--- src/rtl/riscv_fetch_if.sv ---
// Instruction-fetch bus bundle: instruction-memory request/response,
// redirect from execute, and the valid/ready handshake toward decode.
// The fetch unit uses the master modport; memory/execute/decode side uses slave.
// Optional feature macro: FETCH_MISALIGN_TRAP_EN adds fetch_misalign.
interface riscv_fetch_if #(
    parameter int XLEN = 32
);
    logic            imem_req;
    logic [XLEN-1:0] imem_addr;
    logic            imem_rvalid;
    logic [XLEN-1:0] imem_rdata;
    logic            redir_valid;
    logic [XLEN-1:0] redir_pc;
    logic            id_valid;
    logic [XLEN-1:0] id_instr;
    logic [XLEN-1:0] id_pc;
    logic            id_ready;
    logic            fetch_busy;
`ifdef FETCH_MISALIGN_TRAP_EN
    logic            fetch_misalign;
`endif

    modport master (
        output imem_req,
        output imem_addr,
        input  imem_rvalid,
        input  imem_rdata,
        input  redir_valid,
        input  redir_pc,
        output id_valid,
        output id_instr,
        output id_pc,
        input  id_ready,
        output fetch_busy
`ifdef FETCH_MISALIGN_TRAP_EN
        ,
        output fetch_misalign
`endif
    );

    modport slave (
        input  imem_req,
        input  imem_addr,
        output imem_rvalid,
        output imem_rdata,
        output redir_valid,
        output redir_pc,
        input  id_valid,
        input  id_instr,
        input  id_pc,
        output id_ready,
        input  fetch_busy
`ifdef FETCH_MISALIGN_TRAP_EN
        ,
        input  fetch_misalign
`endif
    );
endinterface

--- src/rtl/riscv_fetch.sv ---
// riscv_fetch: instruction fetch stage.
// Owns the PC, issues one word fetch at a time, buffers returned words with
// their PCs in a small FIFO, and hands them to decode via valid/ready.
// A redirect flushes the FIFO and any in-flight fetch, then restarts at the
// target. Optional feature macro: FETCH_MISALIGN_TRAP_EN (misaligned redirect
// target raises a sticky fetch_misalign flag and halts fetching).
module riscv_fetch #(
    parameter int              XLEN     = 32,
    parameter logic [XLEN-1:0] RESET_PC = 32'h0000_0000,
    parameter int              QDEPTH   = 2
) (
    input  logic                clk,
    input  logic                rst,
    riscv_fetch_if.master       bus
);

    localparam int PW = (QDEPTH > 1) ? $clog2(QDEPTH) : 1;
    localparam int CW = $clog2(QDEPTH + 1);
    localparam logic [CW-1:0]   QDEPTH_C = CW'(QDEPTH);
    localparam logic [CW-1:0]   CNT_ONE  = CW'(1'b1);
    localparam logic [PW-1:0]   PTR_ONE  = PW'(1'b1);
    localparam logic [XLEN-1:0] PC_STEP  = XLEN'(32'd4);
    localparam logic [XLEN-1:0] PC_ALIGN = ~(XLEN'(32'd3));

    typedef enum logic [1:0] {
        ST_ISSUE = 2'd0,
        ST_WAIT  = 2'd1,
        ST_DROP  = 2'd2
    } state_t;

    state_t          state_r;
    state_t          state_nxt_s;

    logic [XLEN-1:0] pc_r;
    logic [XLEN-1:0] req_pc_r;
    logic [XLEN-1:0] redir_target_s;

    logic [XLEN-1:0] q_instr_r [QDEPTH];
    logic [XLEN-1:0] q_pc_r    [QDEPTH];
    logic [PW-1:0]   rd_ptr_r;
    logic [PW-1:0]   wr_ptr_r;
    logic [CW-1:0]   count_r;

    logic            issue_s;
    logic            push_s;
    logic            pop_s;
    logic            q_empty_s;
    logic            id_valid_s;
    logic            fetch_blocked_s;

`ifdef FETCH_MISALIGN_TRAP_EN
    logic            misalign_r;

    // Target is taken unmodified; misalignment is flagged instead of hidden.
    assign redir_target_s  = bus.redir_pc;
    assign fetch_blocked_s = misalign_r;
    assign bus.fetch_misalign = misalign_r;

    // Sticky misalign flag, updated by every redirect.
    always_ff @(posedge clk or posedge rst) begin
        if (rst) begin
            misalign_r <= 1'b0;
        end else if (bus.redir_valid) begin
            misalign_r <= (bus.redir_pc[1:0] != 2'b00);
        end
    end
`else
    // Low address bits of the redirect target are dropped.
    assign redir_target_s  = bus.redir_pc & PC_ALIGN;
    assign fetch_blocked_s = 1'b0;
`endif

    // Head-of-queue view; a redirect suppresses id_valid in the same cycle.
    assign q_empty_s  = (count_r == {CW{1'b0}});
    assign id_valid_s = !q_empty_s && !bus.redir_valid;
    assign pop_s      = id_valid_s && bus.id_ready;

    assign bus.id_valid   = id_valid_s;
    assign bus.id_instr   = q_empty_s ? {XLEN{1'b0}} : q_instr_r[rd_ptr_r];
    assign bus.id_pc      = q_empty_s ? {XLEN{1'b0}} : q_pc_r[rd_ptr_r];
    assign bus.imem_req   = issue_s;
    assign bus.imem_addr  = pc_r;
    assign bus.fetch_busy = (state_r != ST_ISSUE);

    // FSM state register.
    always_ff @(posedge clk or posedge rst) begin
        if (rst) begin
            state_r <= ST_ISSUE;
        end else begin
            state_r <= state_nxt_s;
        end
    end

    // FSM next state, fetch issue and queue push decisions.
    always_comb begin
        state_nxt_s = state_r;
        issue_s     = 1'b0;
        push_s      = 1'b0;
        case (state_r)
            ST_ISSUE: begin
                // A free slot is required so the eventual response always fits.
                if (!rst && !bus.redir_valid && !fetch_blocked_s && (count_r < QDEPTH_C)) begin
                    issue_s     = 1'b1;
                    state_nxt_s = ST_WAIT;
                end else begin
                    state_nxt_s = ST_ISSUE;
                end
            end
            ST_WAIT: begin
                if (bus.redir_valid) begin
                    // A response in the redirect cycle is the stale one itself.
                    if (bus.imem_rvalid) begin
                        state_nxt_s = ST_ISSUE;
                    end else begin
                        state_nxt_s = ST_DROP;
                    end
                end else if (bus.imem_rvalid) begin
                    push_s      = 1'b1;
                    state_nxt_s = ST_ISSUE;
                end else begin
                    state_nxt_s = ST_WAIT;
                end
            end
            ST_DROP: begin
                if (bus.imem_rvalid) begin
                    state_nxt_s = ST_ISSUE;
                end else begin
                    state_nxt_s = ST_DROP;
                end
            end
            default: begin
                state_nxt_s = ST_ISSUE;
            end
        endcase
    end

    // Program counter and PC of the outstanding request.
    always_ff @(posedge clk or posedge rst) begin
        if (rst) begin
            pc_r     <= RESET_PC;
            req_pc_r <= RESET_PC;
        end else if (bus.redir_valid) begin
            pc_r <= redir_target_s;
        end else if (issue_s) begin
            req_pc_r <= pc_r;
            pc_r     <= pc_r + PC_STEP;
        end
    end

    // Instruction FIFO; a redirect flushes it and wins over push and pop.
    always_ff @(posedge clk or posedge rst) begin
        if (rst) begin
            rd_ptr_r <= {PW{1'b0}};
            wr_ptr_r <= {PW{1'b0}};
            count_r  <= {CW{1'b0}};
            for (int i = 0; i < QDEPTH; i++) begin
                q_instr_r[i] <= {XLEN{1'b0}};
                q_pc_r[i]    <= {XLEN{1'b0}};
            end
        end else if (bus.redir_valid) begin
            rd_ptr_r <= {PW{1'b0}};
            wr_ptr_r <= {PW{1'b0}};
            count_r  <= {CW{1'b0}};
        end else begin
            if (push_s) begin
                q_instr_r[wr_ptr_r] <= bus.imem_rdata;
                q_pc_r[wr_ptr_r]    <= req_pc_r;
                wr_ptr_r            <= wr_ptr_r + PTR_ONE;
            end
            if (pop_s) begin
                rd_ptr_r <= rd_ptr_r + PTR_ONE;
            end
            case ({push_s, pop_s})
                2'b10:   count_r <= count_r + CNT_ONE;
                2'b01:   count_r <= count_r - CNT_ONE;
                default: count_r <= count_r;
            endcase
        end
    end

endmodule

--- src/flat_wrapper.sv ---
// flat-port wrapper written by rule: the top's interface ports become plain ports
module riscv_fetch_flat 
#(
    parameter int              XLEN     = 32,
    parameter logic [XLEN-1:0] RESET_PC = 32'h0000_0000,
    parameter int              QDEPTH   = 2
)
  (clk, rst, bus_imem_req, bus_imem_addr, bus_imem_rvalid, bus_imem_rdata, bus_redir_valid, bus_redir_pc, bus_id_valid, bus_id_instr, bus_id_pc, bus_id_ready, bus_fetch_busy);
  riscv_fetch_if #(.XLEN(XLEN)) bus_i ();
  input  logic clk;
  input  logic rst;
  output wire logic [$bits(bus_i.imem_req)-1:0] bus_imem_req;
  output wire logic [$bits(bus_i.imem_addr)-1:0] bus_imem_addr;
  input wire logic [$bits(bus_i.imem_rvalid)-1:0] bus_imem_rvalid;
  input wire logic [$bits(bus_i.imem_rdata)-1:0] bus_imem_rdata;
  input wire logic [$bits(bus_i.redir_valid)-1:0] bus_redir_valid;
  input wire logic [$bits(bus_i.redir_pc)-1:0] bus_redir_pc;
  output wire logic [$bits(bus_i.id_valid)-1:0] bus_id_valid;
  output wire logic [$bits(bus_i.id_instr)-1:0] bus_id_instr;
  output wire logic [$bits(bus_i.id_pc)-1:0] bus_id_pc;
  input wire logic [$bits(bus_i.id_ready)-1:0] bus_id_ready;
  output wire logic [$bits(bus_i.fetch_busy)-1:0] bus_fetch_busy;
  assign bus_imem_req = bus_i.imem_req;
  assign bus_imem_addr = bus_i.imem_addr;
  assign bus_i.imem_rvalid = bus_imem_rvalid;
  assign bus_i.imem_rdata = bus_imem_rdata;
  assign bus_i.redir_valid = bus_redir_valid;
  assign bus_i.redir_pc = bus_redir_pc;
  assign bus_id_valid = bus_i.id_valid;
  assign bus_id_instr = bus_i.id_instr;
  assign bus_id_pc = bus_i.id_pc;
  assign bus_i.id_ready = bus_id_ready;
  assign bus_fetch_busy = bus_i.fetch_busy;
  riscv_fetch #(.XLEN(XLEN), .RESET_PC(RESET_PC), .QDEPTH(QDEPTH)) u_core (.clk(clk), .rst(rst), .bus(bus_i));
endmodule
--- config.mk ---
export PLATFORM = sky130hd
export DESIGN_NAME = riscv_fetch_flat
export DESIGN_NICKNAME = d
export VERILOG_FILES = /design/src/rtl/riscv_fetch_if.sv /design/src/rtl/riscv_fetch.sv /design/src/flat_wrapper.sv
export SDC_FILE = /design/constraint.sdc
export NUM_CORES = 1
export LEC_CHECK = 0
export ABC_AREA = 1
export ABC_CLOCK_PERIOD_IN_PS = 5300
export BUFFER_PORTS_ARGS = -buffer_cell sky130_fd_sc_hd__buf_2
export CAP_MARGIN = 15
export CORE_MARGIN = 2
export CORE_UTILIZATION = 45
export DETAILED_ROUTE_END_ITERATION = 12
export PLACE_DENSITY = 0.72
export REMOVE_ABC_BUFFERS = 1
export SYNTH_ARGS = -nofsm -noshare
export SYNTH_HDL_FRONTEND = slang
export SYNTH_SLANG_ARGS = --single-unit
--- constraint.sdc ---
create_clock -name clk -period 5.3 [get_ports clk]
set_clock_uncertainty 0.1 [all_clocks]
set_input_delay 0.53 -clock clk [delete_from_list [all_inputs] [get_ports clk]]
set_output_delay 0.53 -clock clk [all_outputs]
set_load 0.02 [all_outputs]
==> flow_metrics.py <==
metrics = {
    "route": {
        "drt_pass1_iterations": 7,
        "drt-wirelength-per-cell_microns": 14.9,
        "via_count": 8420,
        "drt_iter0_drc": 561,
        "drt_wl_total_microns": 24600,
        "ant_nets": 0,
        "drc": 0,
        "routed_via_density": 5.11,
    },
    "clocking": {
        "cts_buffers": 17,
        "cts_sinks": 190,
        "h-tree-depth": 4,
        "cts-root-buf": "clkbuf_16",
        "clkLatencyLatePin_ns": 0.43,
        "cts_setup_buffers": 0,
        "post_cts_resized": 0,
        "clkSlewWorstSetupHoldPaths_ns": 0.07,
        "cts_hold_buf": 0,
        "cts_tree": "yes",
        "clockBufferDepth": 2,
    },
    "final_layout": {
        "fill_cells": 2023,
        "layout_common_cells": "nand2_1, dfrtp_1, buf_2",
        "design_area_sq_um": 10800,
        "nets": 1436,
        "final_common_cell": "nand2_1",
        "final_cells": 1649,
        "seq_area_sq_um": 4760,
        "utilization": 0.534,
        "drive_gt1_frac": 0.158,
        "syn2layout_area_growth_pct": 16.0,
        "multi_input_area_sq_um": 3790,
        "num_antenna_cells": 0,
    },
    "pwr": {
        "swShare": 0.402,
        "power.clock.fraction": 0.247,
        "p_comb_frac": 0.340,
        "p_int_w": 0.00323,
        "p_leak_nw": 5.77,
        "power_switching_w": 0.00217,
        "worst_ir_drop_vdd_v": 0.000253,
        "power_frac_seq": 0.413,
        "powerDensity_nw_per_um2": 498,
        "power.total_w": 0.00540,
    },
    "placement": {
        "hpwl_microns": 15700,
        "place_inst": 1617,
        "pre_cts_ws_ns": 2.24,
        "port_buffers": 161,
        "place_congestion": 0.887,
        "placed_cell_area_sq_um": 10200,
    },
    "logic_synthesis": {
        "syn_inst": 1247,
        "synth_top_family_by_area": "simple AND/OR/NAND/NOR gates",
        "synth_mux_area_frac": 0,
        "avgSynthCellArea_sq_um": 7.49,
        "yosys.area.top_type": "dfrtp_1",
        "synth_warnings": 0,
        "synth_area_leaders": "dfrtp_1, nand2_1, o21ai_0, nand3_1, inv_1",
        "synthAdderAreaFrac": 0.00134,
        "synth-simple-area-share": 0.276,
        "ys_types": 30,
        "netlist.area_leader.share": 0.509,
        "netlist_area_sq_um": 9340,
        "synth_compound_area_frac": 0.124,
        "yosysSeqAreaShare": 0.509,
        "synth_seq_cells": 190,
        "synth_xor_area_frac": 0.00188,
    },
    "critical_path": {
        "crit_type": "reg -> out",
        "slowest_stage": "inv_1",
        "r2r_start": "u_core.state_r[1]",
        "worst_r2r_path_depth": 6,
        "critPathMaxFanout": 33,
        "endpoint": "bus_id_pc[2]",
        "crit_path_start": "u_core.count_r[0]",
        "crit_chain": "nor2_2 -> inv_1 -> o21ai_0 -> a21oi_1 -> buf_2",
        "required_ns": 4.67,
        "critical_path.startpoint_type": "flop",
        "rrSetupSlack_ns": 2.53,
        "end_kind": "output pin",
        "critPathArrivalTime_ns": 2.43,
        "rr_endpoint": "u_core.q_pc_r[6]",
        "cpPeakStageDelay_ns": 0.76,
    },
    "flow_run": {
        "cap_viol_max_count": 0,
    },
    "sta": {
        "rsz0062_at_grt": "false",
        "slew_viol_final": 0,
        "finalCritPeriodShare": 0.577,
        "period_minus_slack_ns": 3.06,
        "fmax_ghz": 0.327,
        "timing.final.ws_setup_ns": 2.24,
        "finalHoldViolations": 0,
        "slew_headroom": 0.243,
        "tightest_slew_ns": 1.13,
        "setup_viol": 0,
    },
    "floorplan": {
        "io_pins": 168,
        "die_x_microns": 148,
        "initial_utilization": 0.460,
        "core_sq_um": 20300,
        "rows": 52,
        "die_area_sq_um": 21900,
        "die_y_microns": 148,
    },
    "global_route": {
        "grt_pass1_wl_microns": 41300,
        "first_global_vias": 8153,
        "grt_max_degree": 96,
        "antenna_found_initial": 2,
        "grt_overflow_total": 0,
        "track_usage": 0.235,
    },
    "status": {
        "run_status": "finished, final reports clean",
    },
    "hold_path": {
        "min_path_type": "in -> async",
    },
}
[kinds of logic (layout without fill, tap and decap cells)]
family          after synthesis  count (layout)
other cells                   1               4
flops                       190             190
xor+xnor                      2               2
compound gates              228             228
buf+inv                     193             322
simple gates                632             632
fa+ha+maj                     1               1
[registers in the layout, indices dropped and copies added, names as in the netlist]
| register | count |
|---|---|
| u_core.q_instr_r | 64 |
| u_core.q_pc_r | 60 |
| u_core.bus.imem_addr | 30 |
| u_core.req_pc_r | 30 |
| u_core.count_r | 2 |
| u_core.state_r | 2 |
| u_core.rd_ptr_r | 1 |
| u_core.wr_ptr_r | 1 |
[power by group through the flow]
stage          Combinational (W)  Clock, W  Sequential [W]
2_1_floorplan            0.00115         0         0.00226
3_3_place_gp             0.00181         0         0.00223
3_5_place_dp             0.00185         0         0.00225
4_1_cts                  0.00185   0.00136         0.00222
5_1_grt                  0.00208   0.00142         0.00229
6_report                 0.00184   0.00134         0.00223
[cell type report]
class                           instances  area share
Timing Repair Buffer                  171      0.0824
Tap cell                              270      0.0312
Clock buffer                           18      0.0405
Sequential cell                       190       0.439
Clock inverter                         14      0.0157
Inverter                              119      0.0419
Multi-Input combinational cell        867       0.350
[per-stage QoR]
step | hold WS (ns) | TNS (ns)
global route | 0.137 | 0
detailed placement | 0.353 | 0
floorplan | 0.337 | -95.09
finish | 0.0679 | 0
global placement | 0.348 | 0
CTS | 0.117 | 0
[synth_stat cells (all sizes together)]
| library cell | n |
|---|---|
| a21oi | 79 |
| and2 | 1 |
| buf | 39 |
| clkbuf | 35 |
| clkinv | 1 |
| conb | 1 |
| dfrtp | 190 |
| ha | 1 |
| inv | 118 |
| nand2 | 439 |
| nand3 | 108 |
| nand3b | 4 |
| nand4 | 3 |
| nor2 | 75 |
| nor3 | 1 |
| o211ai | 4 |
| o21ai | 144 |
| o41ai | 1 |
| or2 | 1 |
| xor2 | 2 |
[worst max-delay path, delay by kind of cell (launching register included)]
kind | cells | cell delay [ns]
AOI/OAI and AO/OA | 2 | 0.52
buffers and inverters | 2 | 0.98
DFF | 1 | 0.42
and+or+nand+nor | 1 | 0.06
[per-layer routing]
metal / global-route usage / wire (microns)
met3: 0.0368 / 1600
met2: 0.387 / 11500
met4: 0.0710 / 379
met1: 0.322 / 11100
met5: 0 / 0
[worst min path at each step]
stage	depth (start not counted)	from	endpoint	slack (ns)
floorplan	2	u_core.q_instr_r[63]	u_core.q_instr_r[63]	0.34
global placement	2	u_core.q_pc_r[35]	u_core.q_pc_r[35]	0.35
detailed placement	2	u_core.q_pc_r[44]	u_core.q_pc_r[44]	0.35
CTS	2	rst	u_core.count_r[1]	0.12
global route	2	rst	u_core.count_r[1]	0.14
finish	2	rst	u_core.rd_ptr_r	0.07
Note: power is estimated with default switching activity, not from simulation.
